===== src/rtl/ddr_cmd_sched.sv =====
// DDR1 command scheduler: one request at a time, ACTIVE then READ/WRITE with auto-precharge.
// Auto-refresh takes priority over user requests; the state is visible on dbg_state.
module ddr_cmd_sched #(
  parameter int BA_BITS  = 2,
  parameter int ROW_BITS = 13,
  parameter int COL_BITS = 10,
  parameter int T_RCD    = 3,
  parameter int T_RECOV  = 6,
  parameter int T_RFC    = 10,
  parameter int T_REFI   = 780
) (
  input  logic                                 core_clk,
  input  logic                                 core_rstn_sync,
  input  logic                                 init_done,
  input  logic                                 req_valid,
  output logic                                 req_ready,
  input  logic                                 req_write,
  input  logic [BA_BITS+ROW_BITS+COL_BITS-1:0] req_addr,
  output logic                                 cmd_cs_n,
  output logic                                 cmd_ras_n,
  output logic                                 cmd_cas_n,
  output logic                                 cmd_we_n,
  output logic [BA_BITS-1:0]                   cmd_ba,
  output logic [ROW_BITS-1:0]                  cmd_a,
  output logic                                 rd_issue,
  output logic                                 wr_issue,
  output logic                                 ref_busy,
  output logic [2:0]                           dbg_state
);

  localparam int ADDR_W = BA_BITS + ROW_BITS + COL_BITS;
  localparam int REFI_W = $clog2(T_REFI);
  localparam int WAIT_W = $clog2(T_RCD + T_RECOV + T_RFC + 1);

  localparam logic [3:0] CMD_NOP   = 4'b0111;
  localparam logic [3:0] CMD_ACT   = 4'b0011;
  localparam logic [3:0] CMD_READ  = 4'b0101;
  localparam logic [3:0] CMD_WRITE = 4'b0100;
  localparam logic [3:0] CMD_AREF  = 4'b0001;
  localparam logic [3:0] CMD_DESEL = 4'b1111;

  typedef enum logic [2:0] {
    S_INIT, S_IDLE, S_ACT, S_TRCD, S_RW, S_RECOV, S_REF, S_TRFC
  } state_t;

  state_t              state, state_n;
  logic [WAIT_W-1:0]   wait_cnt, wait_n;
  logic [REFI_W-1:0]   ref_cnt, ref_cnt_n;
  logic                ref_pend, ref_pend_n, ref_wrap;
  logic [ADDR_W-1:0]   addr_q, addr_n;
  logic                write_q, write_n;
  logic                take_req;
  logic [3:0]          cmd_n;
  logic [BA_BITS-1:0]  ba_n;
  logic [ROW_BITS-1:0] a_n, col_a;
  logic                ready_n, rd_n, wr_n, busy_n;

  assign dbg_state = state;

  // Handshake: a request is taken on any clock edge where req_valid && req_ready;
  // req_ready is registered and only ever high in S_IDLE with no refresh pending.
  assign take_req = req_valid && req_ready;
  assign ref_wrap = (ref_cnt == REFI_W'(T_REFI - 1));

  always_comb begin
    state_n    = state;
    wait_n     = wait_cnt;
    addr_n     = addr_q;
    write_n    = write_q;
    ref_cnt_n  = ref_wrap ? '0 : ref_cnt + REFI_W'(1);
    ref_pend_n = ref_pend || ref_wrap;
    if (!init_done) begin
      state_n    = S_INIT;
      ref_cnt_n  = '0;
      ref_pend_n = 1'b0;
    end else begin
      case (state)
        S_INIT: state_n = S_IDLE;
        S_IDLE: begin
          if (ref_pend) begin
            state_n    = S_REF;
            ref_pend_n = ref_wrap;
          end else if (take_req) begin
            state_n = S_ACT;
            addr_n  = req_addr;
            write_n = req_write;
          end
        end
        S_ACT: begin
          state_n = (T_RCD > 1) ? S_TRCD : S_RW;
          wait_n  = WAIT_W'((T_RCD > 1) ? T_RCD - 2 : 0);
        end
        S_TRCD: begin
          if (wait_cnt == '0) state_n = S_RW;
          else                wait_n  = wait_cnt - WAIT_W'(1);
        end
        S_RW: begin
          state_n = S_RECOV;
          wait_n  = WAIT_W'(T_RECOV - 1);
        end
        S_RECOV: begin
          if (wait_cnt == '0) state_n = S_IDLE;
          else                wait_n  = wait_cnt - WAIT_W'(1);
        end
        S_REF: begin
          state_n = (T_RFC > 1) ? S_TRFC : S_IDLE;
          wait_n  = WAIT_W'((T_RFC > 1) ? T_RFC - 2 : 0);
        end
        S_TRFC: begin
          if (wait_cnt == '0) state_n = S_IDLE;
          else                wait_n  = wait_cnt - WAIT_W'(1);
        end
        default: state_n = S_INIT;
      endcase
    end
  end

  // Bus values are decoded from the next state so every pin is a plain flop.
  always_comb begin
    col_a                 = '0;
    col_a[COL_BITS-1:0]   = addr_n[COL_BITS-1:0];
    col_a[10]             = 1'b1;
    cmd_n   = CMD_NOP;
    ba_n    = '0;
    a_n     = '0;
    rd_n    = 1'b0;
    wr_n    = 1'b0;
    busy_n  = (state_n == S_REF) || (state_n == S_TRFC);
    ready_n = (state_n == S_IDLE) && !ref_pend_n;
    case (state_n)
      S_INIT: cmd_n = CMD_DESEL;
      S_ACT: begin
        cmd_n = CMD_ACT;
        ba_n  = addr_n[ADDR_W-1 -: BA_BITS];
        a_n   = addr_n[COL_BITS +: ROW_BITS];
      end
      S_RW: begin
        cmd_n = write_n ? CMD_WRITE : CMD_READ;
        ba_n  = addr_n[ADDR_W-1 -: BA_BITS];
        a_n   = col_a;
        rd_n  = !write_n;
        wr_n  = write_n;
      end
      S_REF:   cmd_n = CMD_AREF;
      default: cmd_n = CMD_NOP;
    endcase
  end

  always_ff @(posedge core_clk or negedge core_rstn_sync) begin
    if (!core_rstn_sync) begin
      state     <= S_INIT;
      wait_cnt  <= '0;
      ref_cnt   <= '0;
      ref_pend  <= 1'b0;
      addr_q    <= '0;
      write_q   <= 1'b0;
      {cmd_cs_n, cmd_ras_n, cmd_cas_n, cmd_we_n} <= CMD_DESEL;
      cmd_ba    <= '0;
      cmd_a     <= '0;
      req_ready <= 1'b0;
      rd_issue  <= 1'b0;
      wr_issue  <= 1'b0;
      ref_busy  <= 1'b0;
    end else begin
      state     <= state_n;
      wait_cnt  <= wait_n;
      ref_cnt   <= ref_cnt_n;
      ref_pend  <= ref_pend_n;
      addr_q    <= addr_n;
      write_q   <= write_n;
      {cmd_cs_n, cmd_ras_n, cmd_cas_n, cmd_we_n} <= cmd_n;
      cmd_ba    <= ba_n;
      cmd_a     <= a_n;
      req_ready <= ready_n;
      rd_issue  <= rd_n;
      wr_issue  <= wr_n;
      ref_busy  <= busy_n;
    end
  end

endmodule


===== config.mk =====
export PLATFORM = sky130hd
export DESIGN_NAME = ddr_cmd_sched
export DESIGN_NICKNAME = d
export VERILOG_FILES = /design/src/rtl/ddr_cmd_sched.sv
export SDC_FILE = /design/constraint.sdc
export NUM_CORES = 1
export LEC_CHECK = 0
export CAP_MARGIN = 20
export CORE_MARGIN = 5
export CORE_UTILIZATION = 44
export CTS_BUF_LIST = sky130_fd_sc_hd__clkbuf_16
export DETAILED_ROUTE_END_ITERATION = 10
export PLACE_DENSITY_LB_ADDON = 0.2
export REMOVE_ABC_BUFFERS = 1
export SETUP_SLACK_MARGIN = 0.2
export SYNTH_ARGS = -nofsm -noshare
export SYNTH_HDL_FRONTEND = slang
export SYNTH_SLANG_ARGS = --single-unit
export TNS_END_PERCENT = 100

===== constraint.sdc =====
create_clock -name core_clk -period 1.64 [get_ports core_clk]
set_clock_uncertainty 0.05 [all_clocks]
set_input_delay 0.328 -clock core_clk [delete_from_list [all_inputs] [get_ports core_clk]]
set_output_delay 0.328 -clock core_clk [all_outputs]
set_load 0.02 [all_outputs]

==> impl_metrics.toml, run 1 <==
[route]
wl_per_cell_um = 15.8
drc_errors = 0
dr.pass1.iters = 4
via_count = 1913
via_per_inst = 4.98
drtIter0Drc = 81
routed_wl_um = 6060
ant_nets = 0

[cells_and_area]
fin_area_um2 = 3800
layout-drive-gt1-share_pct = 43.0
layout.nets = 346
n_fill_cell = 365
diodes = 0
mostFrequentLayoutCells = "dfrtp_1 (49), clkdlybuf4s50_1 (27), buf_4 (26)"
area_growth_pct = 62.8
final_common_cell = "dfrtp_1"

[global_route]
grtUsageMet1_pct = 19.9
grt_pass1_wl_um = 9030
track_usage_pct = 15.9
globalRoute.totalOverflow = 0
grt_util_met2_pct = 27.1
first_global_vias = 1881
globalRoute.busiestLayer = "met2"
use_met3_pct = 4.55
grt_max_degree = 56
antenna_found_initial = 0

[setup_path]
critPathKind = "reg -> reg"
slowest_delay_ns = 0.39
crit_arrival_ns = 1.86
required_ns = 1.82
crit_chain = "inv_2 > ha_4 > nor4b_4 > buf_6 > and3_4 > clkbuf_16 > a22o_1"
startpoint_type = "flop"
crit_path_max_fanout = 6
critical_path.slowest_cell = "dfrtp_1"
end_kind = "flop"

[logic_synthesis]
ys_types = 46
yosys.area.top_type = "dfrtp_1"
syn_area_um2 = 2330
synth-edff-count = 0
syn_area_per_cell_um2 = 10.7
ys_seq_area_share_pct = 59.2
syn_inst = 219
yosysTopAreaCellShare_pct = 54.7
synth_seq_cells = 55
synthArstFlopShare_pct = 100
synth_area_leaders = "dfrtp_1 (55%), nand2_1 (8.2%), dfstp_2 (4.5%)"
synth_flop_cell = "dfrtp_1"
ys_warn_count = 0

[floorplan]
die_x_um = 82.8
die_y_um = 82.8
core_area_um2 = 5140
num_rows = 26
io_pins = 56
start_util_pct = 45.4
die-area_um2 = 6860

[clock_network]
tritoncts = "yes"
cts_buffers = 5
h-tree-depth = 2
clock_sinks = 55
clockRootBuffer = "clkbuf_16"
cts_buffer_depth = 2
clock_latency_ns = 0.29
clk_pin_slew_worst_paths_ns = 0.07

[placement]
placed_cell_area_um2 = 3140
place_congestion = 0.806
placement.io_buffers = 55
dpl_worst_slack_ns = -0.268
hpwlAfterDp_um = 3570

[sta]
rsz0062_at_grt = "yes"
fmax_ghz = 0.595
timing.final.ws_setup_ns = -0.0413
maxSlewHeadroom_pct = 72.3
min_period_ns = 1.68
finalSetupTns_ns = -0.234
period_share_pct = 103
hold_violations = 0
worst_slew_pin_slew_ns = 0.414
setup_viol = 9
maxSlewViolCount = 0

[min_path]
hp-class = "in -> reg"

[power_and_ir_drop]
power_frac_seq_pct = 44.4
p_clk_share_pct = 32.2
pwr_density_cell_nw_per_um2 = 981
swShare_pct = 27.1
p_sw_mw = 1.01
p_int_mw = 2.72
combPwrFrac_pct = 23.5
irDropWorstVdd_mv = 0.802
p_leak_nw = 1.79

[flow_run]
cap_violations = 0

[run_status]
violations = "negative setup slack"
status = "finished, violations left"
worst max-delay path: cells and delay by family (launching register included):
| kind | cells | cell delay, ns |
|---|---|---|
| DFF | 1 | 0.39 |
| adders and majority gates | 1 | 0.13 |
| buffers and inverters | 3 | 0.43 |
| AOI/OAI and AO/OA | 1 | 0.12 |
| and+or+nand+nor | 2 | 0.50 |
sequential cells by signal, indices dropped and copies added, names as in the netlist:
name / cells
ref_pend: 1
write_q: 1
cmd_ba: 2
cmd_a: 13
cmd_ras_n: 1
rd_issue: 1
cmd_cs_n: 1
ref_busy: 1
wr_issue: 1
dbg_state: 3
wait_cnt: 5
cmd_we_n: 1
addr_q: 12
cmd_cas_n: 1
ref_cnt: 10
req_ready: 1
cells in the mapped netlist (all sizes together), types with 3 or more instances:
cell type and n:
nand2 52, dfrtp 51, nor2 15, a22o 10
buf 8, nand3 7, o21ai 7, inv 6
and2 5, xnor2 5, clkbuf 4, dfstp 4
a21oi 3, and3 3, ha 3, nand2b 3
nand4 3, xor2 3
cells by family after synthesis:
family	share of synthesized area (%)
AOI/OAI and AO/OA	10.2
adders and majority gates	1.61
and+or+nand+nor	21.0
buffers and inverters	3.91
xor gates and xnor gates	3.00
muxes	1.07
DFF	59.2
cell type report:
class,instances,area (um^2),share of cell area [%]
clock buffers,5,125,3.29
clock inverters,3,42.5,1.12
inverters,6,27.5,0.724
multi-input cells,147,1180,31.0
flip-flops and latches,55,1380,36.4
well taps,70,87.6,2.30
repair buffers,98,957,25.2
routing by layer:
metal  vias up  share of wire, %
li1        935                 -
met1       933                42
met5         -                 0
met2        38                52
met3         7               4.6
met4         0               1.1
repair_timing:
action,4_1_cts,5_1_grt
pin swaps,19,35
endpoints found under the setup margin,77,57
endpoints found under the hold margin,51,0
resized for setup,70,83
hold buffers,1,0
cloned,1,5
buffers inserted,1,7
power groups by stage:
stage / clock [mW] / sequential (mW) / combinational [mW]
global route: 1.28 / 1.68 / 0.972
floorplan: 0 / 1.68 / 0.278
CTS: 1.21 / 1.63 / 0.726
global placement: 0 / 1.65 / 0.644
finish: 1.20 / 1.65 / 0.875
detailed placement: 0 / 1.65 / 0.663
path summary, 6_finish.rpt:
check / from / end / slack, ns / cells after the start
max: wait_cnt[1] / cmd_a[8] / -0.04 / 7
min: init_done / cmd_cas_n / 0.42 / 3
max reg2reg: wait_cnt[1] / cmd_a[8] / -0.04 / 7
min reg2reg: addr_q[4] / addr_q[4] / 0.43 / 2
max in group asynchronous: core_rstn_sync / cmd_ras_n / 0.74 / 3
min in group asynchronous: core_rstn_sync / ref_cnt[3] / 0.51 / 3
metrics by stage:
step	power (mW)	hold slack, ns	util (%)	instances
floorplan	1.96	-0.0176	-	207
global placement	2.30	0.298	61.1	361
detailed placement	2.32	0.299	61.1	361
CTS	3.57	0.394	66.3	372
global route	3.93	0.440	73.9	384
finish	3.73	0.424	73.9	384
Power figures use the tool's default switching activity.
==> run 2: changes to the inputs <==
Settings changed: RECOVER_POWER from default to 50.
==> run 2 against run 1 <==
- the flow still finishes with violations (negative setup slack)
- combinational power fell by 0.7%
- die area did not move
- register-to-register slack barely moved
- cell count did not move
- via count rose by 0.26%
- first-iteration DRC count rose by 4.9%
- critical endpoint is now wr_issue
- highest routed layer unchanged
==> impl_metrics.toml, run 2 (synthesized netlist as in run 1, its figures left out) <==
[setup_path]
required_ns = 1.82
worstRegToRegCells = 7
end_kind = "flop"
timing.reg2reg.setup_slack_ns = -0.04
critPathKind = "reg -> reg"
r2r_start = "wait_cnt[1]"
startpoint_type = "flop"
crit_arrival_ns = 1.86
timing.rr.end = "wr_issue"
crit_path_max_fanout = 6

[cells_and_area]
diodes = 0
mostFrequentLayoutCells = "dfrtp_1 (49), clkdlybuf4s50_1 (27), nand2_1 (25), buf_4 (25)"
layout.nets = 346
reg_top3 = "cmd_a x13, addr_q x12, ref_cnt x10"
area_growth_pct = 62.1
top_register = "cmd_a"
layout-drive-gt1-share_pct = 42.7
instances_no_fill = 384
final_common_cell = "dfrtp_1"
largest_reg_flops = 13

[min_path]
hold_start = "init_done"
holdPathStages = 3
holdPathEnd = "cmd_cas_n"
hp-class = "in -> reg"

[power_and_ir_drop]
pwr_density_cell_nw_per_um2 = 984
irDropWorstVdd_mv = 0.801
finalPower_mw = 3.72
p_leak_nw = 1.78

[sta]
worst_slew_pin_slew_ns = 0.732
hold_violations = 0
min_period_ns = 1.68
whs_ns = 0.425
period_share_pct = 102
fmax_ghz = 0.595
maxSlewHeadroom_pct = 51.2
setup_viol = 9
rsz0062_at_grt = "yes"
timing.final.ws_setup_ns = -0.0400
maxSlewViolCount = 0

[floorplan]
core_area_um2 = 5140
io_pins = 56
die_x_um = 82.8
die-area_um2 = 6860
num_rows = 26
die_y_um = 82.8
start_util_pct = 45.4

[global_route]
grt_pass1_wl_um = 9030
antenna_found_initial = 0
globalRoute.totalOverflow = 0
track_usage_pct = 15.9
grt_max_degree = 56
first_global_vias = 1881

[run_status]
status = "finished, violations left"
violations = "negative setup slack"

[clock_network]
clockRootBuffer = "clkbuf_16"
clock_latency_ns = 0.29
tritoncts = "yes"
cts_buffer_depth = 2
clk_pin_slew_worst_paths_ns = 0.07
h-tree-depth = 2
cts_buffers = 5
clock_sinks = 55

[route]
via_count = 1918
via_per_inst = 4.99
drc_errors = 0
wl_per_cell_um = 15.9
dr.pass1.iters = 4
ant_nets = 0
drtIter0Drc = 85
routed_wl_um = 6090

[placement]
placement.io_buffers = 55
place_congestion = 0.806
dp_cells = 361
hpwlAfterDp_um = 3570

[flow_run]
cap_violations = 0
run 2: layout make-up:
cell class / instances / area, um^2
timing repair buffer: 98 / 941
clock inverter: 3 / 42.5
sequential: 55 / 1380
multi-input combinational: 147 / 1180
inverter: 6 / 27.5
clock buffer: 5 / 125
fill: 369 / 1360
tap: 70 / 87.6
run 2: repair_timing:
item / in CTS / in global routing
hold buffers: 1 / 0
cloned: 1 / 5
pin swaps: 19 / 35
gates resized for setup: 70 / 83
setup endpoints to repair: 77 / 57
endpoints found under the hold margin: 51 / 0
buffers inserted: 1 / 7
run 2: per-stage QoR:
step	setup slack, ns	cell area (um^2)	TNS (ns)	util [%]
global placement	-0.256	3140	-7.00	61.1
detailed placement	-0.268	3140	-7.56	61.1
CTS	-0.0306	3410	-0.111	66.3
global route	-0.124	3780	-1.43	73.6
floorplan	-0.329	2270	-1.13	-
finish	-0.0400	3780	-0.234	73.6
run 2: critical path: stages, from the launching register on:
cell and delay [ns]:
dfrtp_1 0.39, inv_2 0.08, ha_4 0.13, nor4b_4 0.24, buf_6 0.19, and3_4 0.26
clkbuf_16 0.16, and2_4 0.12
run 2: worst max-delay path by stage:
| stage | endpoint | cells past startpoint | from | slack, ns |
|---|---|---|---|---|
| floorplan | wr_issue | 4 | dbg_state[0] | -0.33 |
| global placement | wr_issue | 5 | init_done | -0.26 |
| finish | wr_issue | 7 | wait_cnt[1] | -0.04 |
| detailed placement | wr_issue | 5 | init_done | -0.27 |
| global route | cmd_a[8] | 7 | wait_cnt[1] | -0.12 |
| CTS | dbg_state[0] | 8 | wait_cnt[0] | -0.03 |
run 2: per-layer routing:
metal | part of all wire, % | GRT usage [%] | up-vias
met3 | 4.2 | 4.55 | 7
met2 | 51 | 27.1 | 33
met4 | 1.1 | 4.01 | 0
li1 | - | - | 935
met5 | 0 | 0 | -
met1 | 43 | 19.9 | 943
run 2: report_power, final:
group	leakage (nW)	switching [mW]	internal, mW
Clock	0.0856	0.480	0.721
Combinational	0.982	0.408	0.461
Sequential	0.712	0.125	1.53
Total	1.78	1.01	2.71
==> edit 1, RTL diff (config.mk and constraints of run 1) <==
Reset style: synchronous (`core_rstn_sync`), changed in one clocked block.
--- a/src/rtl/ddr_cmd_sched.sv
+++ b/src/rtl/ddr_cmd_sched.sv
@@ -147,5 +147,5 @@
   end
 
-  always_ff @(posedge core_clk or negedge core_rstn_sync) begin
+  always_ff @(posedge core_clk) begin
     if (!core_rstn_sync) begin
       state     <= S_INIT;
Function: differs if core_rstn_sync is asserted again (counterexample within 4 cycles, from zero or initial values and one cycle with core_rstn_sync low); with core_rstn_sync held inactive, the same outputs for 10 cycles.
==> edit 1 against run 1 <==
Non-clock buffer count shrank 10; first-iteration DRC count shrank 25%; maximum frequency grew 9.9%; synthesized cell count grew 4.6%; sequential cell count is the same; routed wire length shrank 13%; final area shrank 9.4%; setup slack gained 0.15 ns; area after synthesis shrank 6.1%; largest cell class is now multi-input combinational cells.
Power is not compared: it rests on default switching activity, and its combinational part moved more than twofold at a synthesized area within 25%.
==> edit 1: results (changes against run 1) <==
stage	metric	value	unit	change
synth	synth_seq_area_share	50.2	%	was 59.2%
synth	synth_top_flop_cell	dfxtp_1		was dfrtp_1
place	post_dp_cell_area	0.00299	mm2	was 0.00314 mm2
worst_hold_path	hp-class	flop to flop		was input port to flop
global_route	grt_pass1_vias	1824		was 1881
critical_path	crit_arrival	1.66	ns	was 1.86 ns
global_route	grt_util_all_layers	16.7	%	was 15.9%
place	pre_cts_ws	-0.240	ns	was -0.268 ns
synth	ys_top_cells_by_area	dfxtp_1, mux2i_1, nor2_1		was dfrtp_1, nand2_1, dfstp_2
sta	setup_violations	0		was 9
layout	nNetsFinal	343		was 346
drt	drt-initial-drc-count	61		was 81
drt	vias_per_cell	4.90		was 4.98
global_route	grt_start_max_net_pins	18		was 56
critical_path	r2r_cells	8		was 7
critical_path	reg2reg_slack	0.11	ns	was -0.04 ns
synth	netlist_top_cells_count	dfxtp_1, nor2_1, nand2_1		was dfrtp_1, nand2_1, nor2_1
synth	synth_cell_type_count	44		was 46
clocking	cts_buffer_depth	2		unchanged
sta	tightest_slew	0.401	ns	was 0.414 ns
synth	async_reset_ff_share	0	%	was 100%
place	gp_congestion	0.812		was 0.806
critical_path	timing.rr.end	wait_cnt[4]		was cmd_a[8]
sta	min_period	1.53	ns	was 1.68 ns
outcome	outcome	finished clean		was complete, but fails checks
drt	wl	5290	um	was 6060 um
critical_path	crit_fanout	6		unchanged
power_and_ir_drop	peakVddDrop	0.593	mV	
place	dp_hpwl	3440	um	was 3570 um
[edit 1: cell count changes in the layout (fill, tap and decap cells not counted), moves of 5 or more]
cell / delta
dfxtp_2: +7
dfxtp_1: +47
dfrtp_1: -49
nor2_1: +16
o21ai_2: +6
buf_6: -5
dlygate4sd2_1: +7
buf_2: -5
mux2i_1: +8
a22o_1: -10
nand2_2: -17
nand2_4: -9
[edit 1: metrics by stage]
stage	setup TNS (ns)	cells	total power, uW
after floorplan	-1.34	215	1440
after global placement	-6.56	365	1560
after detailed placement	-7.31	365	1570
after CTS	0	374	2710
after global routing	0	377	2800
final	0	377	2690
[edit 1: worst max-delay path: stages (launching register included)]
cell and delay (ns):
dfxtp_2 0.35, inv_4 0.05, ha_4 0.14, nor4b_4 0.12, buf_6 0.14, buf_4 0.13
a211oi_2 0.23, xnor2_1 0.14, nor2_1 0.05
[edit 1: cell families after synthesis]
| kind of cell | after synthesis | share of synthesized area [%] |
|---|---|---|
| AOI/OAI and AO/OA | 36 | 10.3 |
| xor gates and xnor gates | 9 | 3.60 |
| adders and majority gates | 4 | 2.17 |
| buffers and inverters | 22 | 5.19 |
| DFF | 55 | 50.2 |
| muxes | 12 | 5.48 |
| and+or+nand+nor | 91 | 23.0 |
[edit 1: routing by layer]
metal  wire [um]  global-route usage (%)  part of all wire, %
met5           0                       0                    0
met1        2270                    20.6                   43
met2        2610                    28.1                   49
met3         352                    4.71                  6.7
met4          58                    5.41                  1.1
[edit 1: repair_timing]
| action | 4_1_cts | 5_1_grt |
|---|---|---|
| pin swaps | 18 | 11 |
| setup buffers | 1 | 2 |
| gates cloned | 1 | 1 |
| setup endpoints to repair | 74 | 53 |
| endpoints found under the hold margin | 0 | 0 |
| resized for setup | 72 | 41 |
[edit 1: where the power goes]
part	switching [uW]	internal [uW]	total, uW
Combinational	80.0	116	196
Sequential	9.61	1350	1350
Clock	431	706	1140
[edit 1: cell type report]
| cell class | count | area, um2 |
|---|---|---|
| clock inverters | 2 | 33.8 |
| well taps | 67 | 83.8 |
| flip-flops and latches | 55 | 1110 |
| clock buffers | 5 | 125 |
| repair buffers | 88 | 857 |
| inverters | 8 | 32.5 |
| multi-input cells | 152 | 1200 |
| fillers | 374 | 1340 |
[edit 1: worst min-delay path by stage]
| stage | slack (ns) | start | to | depth (start not counted) |
|---|---|---|---|---|
| 6_report | 0.41 | addr_q[24] | addr_q[24] | 2 |
| 4_1_cts | 0.40 | addr_q[24] | cmd_ba[1] | 2 |
| 5_1_grt | 0.44 | addr_q[24] | cmd_ba[1] | 2 |
| 2_1_floorplan | 0.38 | ref_cnt[0] | ref_cnt[0] | 1 |
| 3_5_place_dp | 0.40 | addr_q[24] | addr_q[24] | 2 |
| 3_3_place_gp | 0.39 | addr_q[24] | addr_q[24] | 2 |
==> edit 2, RTL diff (settings of run 1) <==
Made on the original files. The parameter `ROW_BITS` goes from 13 to 11.
--- a/src/rtl/ddr_cmd_sched.sv
+++ b/src/rtl/ddr_cmd_sched.sv
@@ -3,5 +3,5 @@
 module ddr_cmd_sched #(
   parameter int BA_BITS  = 2,
-  parameter int ROW_BITS = 13,
+  parameter int ROW_BITS = 11,
   parameter int COL_BITS = 10,
   parameter int T_RCD    = 3,
Interface: changed (resized cmd_a and req_addr); port bits go from 56 to 52. The function was not compared with the original's and may differ.
==> edit 2 against run 1 <==
Area after synthesis shrank 2.5%; sequential cell count fell by 2; highest routed layer unchanged; final area is 2.2% lower; cell count fell by 3.4%; the run still ends with negative setup slack left; routed wire length is 3.0% higher; largest cell class unchanged; maximum frequency decreased by 7.4%; setup slack got worse by 0.14 ns; power down 0.69%; first-iteration DRC count is 20% higher; core utilization fell by 0.68 points; critical path depth fell by 1.
==> edit 2: results (changes against run 1) <==
stage	metric	value	unit	change
synth	netlist_top_cells_count	dfrtp_1, nor2_1, a22o_1		was dfrtp_1, nand2_1, nor2_1
drt	wl_met2	3250	um	was 3150 um
global_route	grt_pass1_vias	2034		was 1881
drt	vias_per_cell	5.16		was 4.98
global_route	met1_usage	24.6	%	was 19.9%
layout	largestRegisters	addr_q: 12 flops, cmd_a: 11 flops, ref_cnt: 10 flops		was cmd_a: 13 flops, addr_q: 12 flops, ref_cnt: 10 flops
global_route	antenna_found_initial	0		unchanged
drt	wl_met3	339	um	was 277 um
global_route	grt_start_max_net_pins	42		was 56
drt	wl	6250	um	was 6060 um
global_route	grt_pass1_wl	10200	um	was 9030 um
layout	drive_gt1_share	44.2	%	was 43.0%
clocking	post_cts_buffers	11		was 1
power_and_ir_drop	peakVddDrop	0.626	mV	was 0.802 mV
sta	relSlewSlack	73.2	%	was 72.3%
critical_path	crit_fanout	3		was 6
place	dp_hpwl	3430	um	was 3570 um
drt	vias	1915		was 1913
critical_path	crit_arrival	1.95	ns	was 1.86 ns
place	pre_cts_ws	-0.393	ns	was -0.268 ns
sta	setup_slack	-0.176	ns	was -0.0413 ns
place	post_dp_cell_area	0.00314	mm2	about the same
global_route	grt_util_all_layers	20.6	%	was 15.9%
worst_hold_path	hp-class	input port to asynchronous set/reset pin		was input port to flop
place	io_buffers	51		was 55
sta	setup_violations	29		was 9
place	gp_congestion	0.791		was 0.806
synth	ys_top_cells_by_area	dfrtp_1, mux2_2, a22o_1		was dfrtp_1, nand2_1, dfstp_2
synth	synth_area_per_cell	11.9	um2	was 10.7 um2
drt	drt-initial-drc-count	97		was 81
drt	m1WireLength	2590	um	was 2570 um
clocking	cts-resized-gates	107		was 70
layout	nNetsFinal	331		was 346
sta	fin_setup_tns	-1.70	ns	was -0.234 ns
synth	synth_cell_type_count	41		was 46
power_and_ir_drop	power_leakage	0.00173	uW	was 0.00179 uW
global_route	use_met2	35.5	%	was 27.1%
clocking	clk_pin_slew	0.07	ns	about the same
outcome	outcome	complete, but fails checks		unchanged
place	dp.cells	343		was 361
synth	synth_seq_area_share	58.5	%	was 59.2%
global_route	met3_usage	6.03	%	was 4.55%
outcome	violations	negative setup slack		unchanged
edit 2: cell families (layout without fill, tap and decap cells):
logic type,after synthesis,after routing,synth area share [%]
flip-flops,53,53,58.5
adder cells (fa/ha/maj),3,3,1.65
AO/OA/AOI/OAI,40,40,12.2
multiplexers,13,13,6.60
buffers and inverters,15,125,3.08
AND/OR/NAND/NOR,59,59,14.9
XOR/XNOR,8,8,3.08
edit 2: where the power goes:
| part | switching [uW] | total (uW) | internal, uW |
|---|---|---|---|
| logic | 439 | 1040 | 603 |
| clock network | 484 | 1050 | 569 |
| registers | 113 | 1610 | 1490 |
edit 2: metrics by stage:
stage,hold slack [ns],utilization (%)
floorplan,-0.0176,-
global placement,0.184,61.9
detailed placement,0.196,61.9
CTS,0.419,70.9
global route,0.447,73.2
finish,0.414,73.2
edit 2: final timing paths:
check	startpoint	endpoint	slack, ns	cells past startpoint
worst max register to register	wait_cnt[1]	req_ready	-0.18	6
max in group asynchronous	core_rstn_sync	cmd_cs_n	0.55	3
worst min-delay path	core_rstn_sync	cmd_a[3]	0.41	2
worst min register to register	addr_q[21]	cmd_ba[0]	0.45	1
worst max-delay path	wait_cnt[1]	req_ready	-0.18	6
min in group core_clk	addr_q[21]	cmd_ba[0]	0.45	1
edit 2: area by class of cell:
cell class                      count  area [um2]
Timing Repair Buffer              110        1030
Clock inverter                      3        21.3
Clock buffer                        5         125
Inverter                            7        26.3
Fill cell                         373        1360
Tap cell                           70        87.6
Multi-Input combinational cell    123        1090
Sequential cell                    53        1340
edit 2: critical path: stages (launching register included):
cell,delay [ns]
dfrtp_1,0.39
inv_2,0.08
ha_4,0.15
or4b_4,0.50
a211oi_2,0.24
nor2_2,0.08
and4b_1,0.21
